[src/rtl/adder_tree_arbiter.sv]
// Round-robin front end that time-shares one pipelined adder tree between NUM_REQ requesters.
// Sequences tree warm-up after reset, routes each sum back by tag, and drains on flush.
module adder_tree_arbiter #(
  parameter int unsigned NUM_REQ   = 2,
  parameter int unsigned INPUT_NUM = 18,
  parameter int unsigned IN_WIDTH  = 12,
  parameter int unsigned OUT_WIDTH = IN_WIDTH + $clog2(INPUT_NUM)
) (
  input  logic                                  clk,
  input  logic                                  rst_n,
  input  logic [NUM_REQ-1:0]                    req_valid,
  input  logic [NUM_REQ*INPUT_NUM*IN_WIDTH-1:0] req_data,
  output logic [NUM_REQ-1:0]                    req_ready,
  output logic [INPUT_NUM*IN_WIDTH-1:0]         tree_din,
  input  logic [OUT_WIDTH-1:0]                  tree_dout,
  output logic [NUM_REQ-1:0]                    rsp_valid,
  output logic [OUT_WIDTH-1:0]                  rsp_data,
  input  logic                                  flush_req,
  output logic                                  flush_done,
  output logic                                  busy
);

  localparam int unsigned TREE_LAT = $clog2(INPUT_NUM) + 1;
  localparam int unsigned DEPTH    = TREE_LAT + 1;
  localparam int unsigned VEC_W    = INPUT_NUM * IN_WIDTH;
  localparam int unsigned ID_W     = (NUM_REQ > 1) ? $clog2(NUM_REQ) : 1;
  localparam int unsigned CNT_W    = $clog2(TREE_LAT + 3);
  localparam int unsigned INIT_W   = $clog2(TREE_LAT + 1);

  typedef enum logic [1:0] {S_INIT, S_RUN, S_DRAIN} state_e;

  state_e                      state_q, state_d;
  logic [INIT_W-1:0]           init_cnt_q, init_cnt_d;
  logic [ID_W-1:0]             last_grant_q, last_grant_d;
  logic [VEC_W-1:0]            tree_din_q, tree_din_d;
  logic [DEPTH-1:0]            tag_vld_q, tag_vld_d;
  logic [DEPTH-1:0][ID_W-1:0]  tag_id_q, tag_id_d;
  logic [CNT_W-1:0]            inflight_q, inflight_d;
  logic [NUM_REQ-1:0]          rsp_valid_q, rsp_valid_d;
  logic [OUT_WIDTH-1:0]        rsp_data_q, rsp_data_d;
  logic                        flush_done_q, flush_done_d;
  logic                        busy_q, busy_d;

  logic                        grant_any;
  logic [ID_W-1:0]             grant_id;
  logic                        rsp_out;

  // Round-robin pick: first valid above last_grant, then wrap to the lowest index.
  always_comb begin
    grant_any = 1'b0;
    grant_id  = '0;
    req_ready = '0;
    if (state_q == S_RUN && !flush_req) begin
      for (int unsigned i = 0; i < NUM_REQ; i++) begin
        if (!grant_any && req_valid[i] && (ID_W'(i) > last_grant_q)) begin
          grant_any = 1'b1;
          grant_id  = ID_W'(i);
        end
      end
      for (int unsigned i = 0; i < NUM_REQ; i++) begin
        if (!grant_any && req_valid[i] && (ID_W'(i) <= last_grant_q)) begin
          grant_any = 1'b1;
          grant_id  = ID_W'(i);
        end
      end
    end
    for (int unsigned i = 0; i < NUM_REQ; i++) begin
      req_ready[i] = grant_any && (grant_id == ID_W'(i));
    end
  end

  assign rsp_out = |rsp_valid_q;

  // Next-state, datapath, tag pipeline and in-flight accounting.
  always_comb begin
    state_d      = state_q;
    init_cnt_d   = init_cnt_q;
    last_grant_d = last_grant_q;
    tree_din_d   = tree_din_q;
    tag_vld_d    = {tag_vld_q[DEPTH-2:0], grant_any};
    tag_id_d     = {tag_id_q[DEPTH-2:0], grant_id};
    inflight_d   = inflight_q;
    rsp_valid_d  = '0;
    rsp_data_d   = rsp_data_q;
    flush_done_d = 1'b0;
    busy_d       = 1'b1;

    case (state_q)
      S_INIT: begin
        // Zero operands flush every tree stage before real traffic.
        tree_din_d = '0;
        if (init_cnt_q == INIT_W'(TREE_LAT)) begin
          state_d    = S_RUN;
          init_cnt_d = '0;
        end else begin
          init_cnt_d = init_cnt_q + INIT_W'(1);
        end
      end
      S_RUN: begin
        if (flush_req) state_d = S_DRAIN;
      end
      S_DRAIN: begin
        if (inflight_q == '0) state_d = S_RUN;
      end
      default: state_d = S_INIT;
    endcase

    if (grant_any) begin
      last_grant_d = grant_id;
      for (int unsigned i = 0; i < NUM_REQ; i++) begin
        if (grant_id == ID_W'(i)) tree_din_d = req_data[i*VEC_W +: VEC_W];
      end
    end

    for (int unsigned i = 0; i < NUM_REQ; i++) begin
      rsp_valid_d[i] = tag_vld_q[DEPTH-1] && (tag_id_q[DEPTH-1] == ID_W'(i));
    end
    if (tag_vld_q[DEPTH-1]) rsp_data_d = tree_dout;

    case ({grant_any, rsp_out})
      2'b10:   inflight_d = inflight_q + CNT_W'(1);
      2'b01:   inflight_d = inflight_q - CNT_W'(1);
      default: inflight_d = inflight_q;
    endcase

    // Done is raised one cycle ahead so it lines up with the DRAIN->RUN transition cycle.
    flush_done_d = (state_d == S_DRAIN) && (inflight_d == '0);
    busy_d       = (state_d != S_RUN) && !flush_done_d;
  end

  always_ff @(posedge clk or negedge rst_n) begin
    if (!rst_n) begin
      state_q      <= S_INIT;
      init_cnt_q   <= '0;
      last_grant_q <= ID_W'(NUM_REQ - 1);
      tree_din_q   <= '0;
      tag_vld_q    <= '0;
      tag_id_q     <= '0;
      inflight_q   <= '0;
      rsp_valid_q  <= '0;
      rsp_data_q   <= '0;
      flush_done_q <= 1'b0;
      busy_q       <= 1'b1;
    end else begin
      state_q      <= state_d;
      init_cnt_q   <= init_cnt_d;
      last_grant_q <= last_grant_d;
      tree_din_q   <= tree_din_d;
      tag_vld_q    <= tag_vld_d;
      tag_id_q     <= tag_id_d;
      inflight_q   <= inflight_d;
      rsp_valid_q  <= rsp_valid_d;
      rsp_data_q   <= rsp_data_d;
      flush_done_q <= flush_done_d;
      busy_q       <= busy_d;
    end
  end

  assign tree_din   = tree_din_q;
  assign rsp_valid  = rsp_valid_q;
  assign rsp_data   = rsp_data_q;
  assign flush_done = flush_done_q;
  assign busy       = busy_q;

endmodule

[config.mk]
export PLATFORM = sky130hd
export DESIGN_NAME = adder_tree_arbiter
export DESIGN_NICKNAME = d
export VERILOG_FILES = /design/src/rtl/adder_tree_arbiter.sv
export SDC_FILE = /design/constraint.sdc
export NUM_CORES = 1
export LEC_CHECK = 0
export ABC_AREA = 1
export CAP_MARGIN = 40
export CORE_AREA = 5 5 268 270
export CTS_CLUSTER_SIZE = 8
export DETAILED_ROUTE_END_ITERATION = 7
export DIE_AREA = 0 0 273 275
export PLACE_DENSITY = 0.54
export SYNTH_ARGS = -nofsm -noshare
export SYNTH_HDL_FRONTEND = slang
export SYNTH_SLANG_ARGS = --single-unit
[constraint.sdc]
create_clock -name clk -period 4.35 [get_ports clk]
set_input_delay 0.6525 -clock clk [delete_from_list [all_inputs] [get_ports clk]]
set_output_delay 0.6525 -clock clk [all_outputs]
set_load 0.02 [all_outputs]
==> results.txt, run 1 <==
first-pass GRT wire length - 74,400 um
clock buffer count from CTS - 38
WL per Instance - 17.0 um
Starting Density - 17.2%
clock share of power - 31.6%
reg2reg end - tree_din[108]
CP top delay family - buffers and inverters
initial antenna violation count - 3
Crit path top cell by count - clkdlybuf4s50_1
WP data arrival - 2270 ps
Crit path largest cell delay - 620 ps
number of global-route vias before repair - 12,498
Sw Ratio - 33.2%
Pint - 5.75 mW
outcome - finished clean
Filler cells - 7,244
Post-Syn Instances - 1,363
Post CTS Setup Buffer Count - 0
#FFs+latches synth - 261
post-synthesis average cell area - 8.76 sq um
final critical-path share of the clock period - 67.1%
FF+latch area - 6530 sq um
largest net degree at the start of global routing - 117
GP Congestion - 0.935
sequential share of power - 35.5%
Sinks on Clock Net - 261
Site Rows - 97
DIE AREA - 75,100 sq um
drt drc - 0
gr usage total - 12.5%
r2r worst-path depth - 7
TritonRoute pass-1 iters - 4
Slew Limit Fails - 0
Port Buffers - 692
sw power - 2.86 mW
Worst Hold Class - in2async
worst slew pin tran - 693 ps
post-CTS sizing - 0
core area - 69,300 sq um
ratio of cells with drive above 1 in the final layout - 3.21%
Pleak - 10.8 nW
antenna-violating nets left - 0
Setup CP Type - in2out
synth unique cells - 26
worst path buffer plus inverter count - 4
max-cap violations - 0
hold_buf cts - 0
crit-path max FO - 5
slack of the critical path - 1430 ps
maximum root-to-sink buffer count - 3
Setup crit end kind - primary output
syn nets - 1,820
worst clock skew - 13.1 ps
htree depth - 2
min Tclk post-route - 2920 ps
via count - 12,115
vias per cell - 4.09
TNS Setup - 0 ps
final setup violation count - 0
placed wire-length estimate - 37,000 um
DR iter-0 viols - 432
Top Ports - 693
maximum VDD drop - 249 uV
Nets - 2,468
GRT Residual Overflow - 0
multi-input gate area in the final layout - 4880 sq um
Pwr Density - 413 nW/um^2
most frequent cells in the layout - clkdlybuf4s50_1 (691), nand2_1 (516), dfrtp_1 (259), a21oi_1 (218), a21o_1 (216)
Slew HR - 53.8%
Reg clk slew, reported paths - 50 ps
post-synthesis sequential area ratio - 54.7%
Syn Std Cell Area - 11,900 sq um
WL final - 50,300 um
Clk Tree Root Cell - clkbuf_16
CTS tree - built
RSZ-0062 raised after global routing - no
worst setup path startpoint - flush_req
R2R Setup Slk - 1950 ps
Startpoint Class - input pin
CP max-delay cell - clkdlybuf4s50_1
worst path cell trace - clkdlybuf4s50_1, nor2_4, o21ai_4, inv_2, nand2_1, inv_1, clkdlybuf4s50_1
insertion delay to the later sink of the worst-skew pair - 530 ps
Die Wd - 273 um
Crit path depth - 7
pre-CTS setup slack - 1110 ps
area delta synth->final - 74.7%
Comb pwr share - 32.9%
Syn. warnings - 0
Hold Vio Cnt, Final - 0
most common cell after layout, fill and taps aside - clkdlybuf4s50_1
RR Startpoint - state_q[0]
Critical Path RT - 3700 ps
fmax - 343 MHz
total power - 8.61 mW
Die Span Y - 275 um
[metal layers]
layer	routed length [um]	GRT usage, %
met5	0	0
met4	1850	4.83
met3	5310	5.21
met2	24000	21.0
met1	19100	14.1
[worst max-delay path by stage]
stage                     slack [ps]           end
after floorplan                 1780          busy
after global placement          1160  tree_din[67]
after detailed placement        1110  tree_din[67]
after CTS                       1420  req_ready[0]
after global routing            1370  req_ready[0]
final                           1430  req_ready[0]
[power groups by stage]
stage               Combinational, mW  Clock [mW]  Sequential [mW]
global placement                 2.86           0             3.07
floorplan                       0.971           0             3.45
global route                     3.07        2.95             3.10
detailed placement               2.88           0             3.09
finish                           2.83        2.72             3.06
CTS                              2.89        2.86             3.06
[worst register-to-register path: stages (launching register included)]
cell and delay [ps]:
dfrtp_1 410, nand2_1 120, nor2_4 60, o21ai_4 100
buf_4 530, buf_4 690, a21oi_1 200, a21o_1 190
[state kept, by name, summed over array words and instances (netlist names)]
register,count
tree_din,216
rsp_data,17
tag_vld_q,7
tag_id_d,6
inflight_q,4
init_cnt_q,3
rsp_valid,2
state_q,2
busy,1
flush_done,1
last_grant_q,1
tag_id_q,1
[logic make-up after synthesis]
family | synth area share [%]
xor gates and xnor gates | 0.147
DFF | 54.7
and+or+nand+nor | 17.3
buffers and inverters | 4.59
AOI/OAI and AO/OA | 22.9
adders and majority gates | 0.314
[area by class of cell]
class | count | share of cell area, %
timing repair buffer | 705 | 34.2
tap | 940 | 5.64
sequential | 261 | 31.3
multi-input combinational | 984 | 23.4
inverter | 21 | 0.402
antenna | 2 | 0.0240
clock buffer | 51 | 5.10
[cell usage after synthesis (all sizes together)]
master	n	area share (%)
a21o	216	14
a21oi	218	9.1
buf	72	3.1
clkbuf	25	0.79
clkinv	1	0.031
dfrtp	259	54
dfstp	2	0.44
ha	3	0.31
inv	20	0.63
nand2	516	16
nand3	7	0.34
nand4	1	0.052
nor2	14	0.57
nor3	1	0.042
nor3b	1	0.063
o211ai	1	0.063
o21ai	3	0.16
or2	1	0.052
xnor2	2	0.15
[per-stage QoR]
stage	instance area, sq um	std cells	util (%)	hold WS, ps
floorplan	11900	1363	-	331
global placement	19800	2911	28.6	332
detailed placement	19800	2911	28.6	335
CTS	20900	2962	30.1	41.4
global route	20900	2963	30.1	71.1
finish	20900	2964	30.1	57.9
Power figures use the tool's default switching activity.
==> inputs of run 2 (changes only) <==
==> constraint.sdc (replaced) <==
create_clock -name clk -period 2.7 [get_ports clk]
set_input_delay 0.405 -clock clk [delete_from_list [all_inputs] [get_ports clk]]
set_output_delay 0.405 -clock clk [all_outputs]
set_load 0.02 [all_outputs]
==> run 2 against run 1 <==
Effect of this change: core utilization increased by 0.55 points; flip-flop and latch count unchanged; die area did not move; worst hold slack better by 280 ps; via count grew 1.2%; sequential share of layout area shrank 0.56 points; critical endpoint is now req_ready[1]; combinational power up 69%.
==> results.txt, run 2 (synthesis results as in run 1) <==
TritonRoute pass-1 iters - 5 (+1)
RSZ-0062 raised after global routing - no
antenna cell count - 0 (-2)
worst slew pin tran - 693 ps (+0.266 ps)
drt drc - 0 (unchanged)
largest net degree at the start of global routing - 113 (-3.4%)
WP data arrival - 2140 ps (-130 ps)
gr usage total - 12.6% (+0.14 points)
min Tclk post-route - 2540 ps
Setup crit end kind - primary output
maximum root-to-sink buffer count - 3 (unchanged)
TNS Setup - 0 ps (unchanged)
insertion delay to the later sink of the worst-skew pair - 530 ps (about the same)
Clk Tree Root Cell - clkbuf_16
maximum VDD drop - 443 uV (+78%)
crit-path max FO - 10 (+5)
number of global-route vias before repair - 12,865 (+2.9%)
CTS tree - built
sw power - 4.67 mW (+63%)
total power - 14.1 mW (+64%)
Setup CP Type - reg2out
first-pass GRT wire length - 74,900 um (+0.71%)
Pwr Density - 664 nW/um^2 (+61%)
WL per Instance - 16.9 um (-0.18%)
DIE AREA - 75,100 sq um (unchanged)
WL final - 50,800 um (+1.1%)
Pleak - 11.0 nW (+2.1%)
Site Rows - 97 (unchanged)
Slew HR - 53.8% (about the same)
Die Span Y - 275 um (unchanged)
most frequent cells in the layout - clkdlybuf4s50_1 (690), nand2_1 (516), dfrtp_1 (259), a21oi_1 (218), a21o_1 (216)
DR iter-0 viols - 387 (-10%)
most common cell after layout, fill and taps aside - clkdlybuf4s50_1
Startpoint Class - flip-flop
ratio of cells with drive above 1 in the final layout - 4.75% (+1.5 points)
Sinks on Clock Net - 261 (unchanged)
outcome - finished clean
initial antenna violation count - 1 (-2)
GP Congestion - 0.953 (+1.9%)
final critical-path share of the clock period - 94.2%
Port Buffers - 692 (unchanged)
max-cap violations - 0 (unchanged)
Worst Hold Class - reg2reg
via count - 12,260 (+1.2%)
fmax - 393 MHz
final setup violation count - 0 (unchanged)
Critical Path RT - 2300 ps (-1400 ps)
Slew Limit Fails - 0 (unchanged)
slack of the critical path - 157 ps (-1270 ps)
vias per cell - 4.09 (about the same)
clock share of power - 31.5% (about the same)
pre-CTS setup slack - 71.3 ps (-1040 ps)
Nets - 2,501 (+1.3%)
GRT Residual Overflow - 0 (unchanged)
Post CTS Setup Buffer Count - 0 (unchanged)
Hold Vio Cnt, Final - 0 (unchanged)
clock buffer count from CTS - 38 (unchanged)
core area - 69,300 sq um (unchanged)
Die Wd - 273 um (unchanged)
worst clock skew - 5.78 ps (-7.37 ps)
sequential share of power - 34.7% (-0.8 points)
number of flip-flops in the largest register - 216 (unchanged)
antenna-violating nets left - 0 (unchanged)
area delta synth->final - 77.9%
Top Ports - 693 (unchanged)
Reg clk slew, reported paths - 50 ps (about the same)
Starting Density - 17.2% (unchanged)
Sw Ratio - 33.0% (-0.20 points)
Comb pwr share - 33.8% (+0.9 points)
Pint - 9.45 mW (+64%)
htree depth - 2 (unchanged)
placed wire-length estimate - 38,800 um (+5.0%)
## run 2: changes by cell type in the layout (fill, tap and decap cells not counted)
cell	delta
clkdlybuf4s50_1	-1
dlymetal6s2s_1	+1
dlygate4sd3_1	+1
clkbuf_1	+5
clkbuf_8	+1
buf_4	+24
diode_2	-2
buf_12	+8
## run 2: final cells by class
cell class                 count  area, sq um
inverter                      21         83.8
timing repair buffer         738         7480
clock buffer                  57         1100
multi-input combinational    984         4880
sequential                   261         6530
tap                          940         1180
fill                        7164        48000
## run 2: final timing paths
| kind | start | to | slack, ps | depth (start not counted) |
|---|---|---|---|---|
| worst max-delay path | state_q[1] | req_ready[1] | 160 | 6 |
| worst min-delay path | tag_id_d[1] | tag_id_d[2] | 340 | 0 |
| worst max register to register | state_q[1] | busy | 460 | 17 |
| worst min register to register | tag_id_d[1] | tag_id_d[2] | 340 | 0 |
| max in group asynchronous | rst_n | busy | 1460 | 3 |
| min in group asynchronous | rst_n | tree_din[201] | 460 | 2 |
## run 2: routing by layer
layer  GRT usage, %  share of wire [%]
met1           13.6                 37
met2           22.1                 49
met3           5.27                 11
met4           4.90                3.8
met5              0                  0
## run 2: critical path: stages (launching register included)
cell,delay (ps)
dfrtp_1,380
inv_2,80
nand2_1,80
nor2_4,160
nand3_4,210
inv_1,100
clkdlybuf4s50_1,600
## run 2: timing repair
action,in CTS,in global routing
resized for setup,0,1
endpoints found under the hold margin,59,0
setup endpoints to repair,0,1
hold buffers,1,0
## run 2: power by group through the flow
stage | logic (mW) | registers [mW] | clock network, mW
after floorplan | 1.57 | 5.56 | 0
after global placement | 4.83 | 4.94 | 0
after detailed placement | 4.84 | 4.96 | 0
after CTS | 4.86 | 4.91 | 4.67
after global routing | 5.17 | 4.98 | 4.79
final | 4.77 | 4.90 | 4.44
## run 2: per-stage QoR
stage	cells	util, %	area [sq um]	hold WS (ps)
6_report	3001	30.7	21300	340
5_1_grt	3001	30.7	21300	349
4_1_cts	3001	30.7	21200	341
3_5_place_dp	2943	29.1	20100	335
3_3_place_gp	2943	29.1	20100	332
2_1_floorplan	1363	-	11900	109
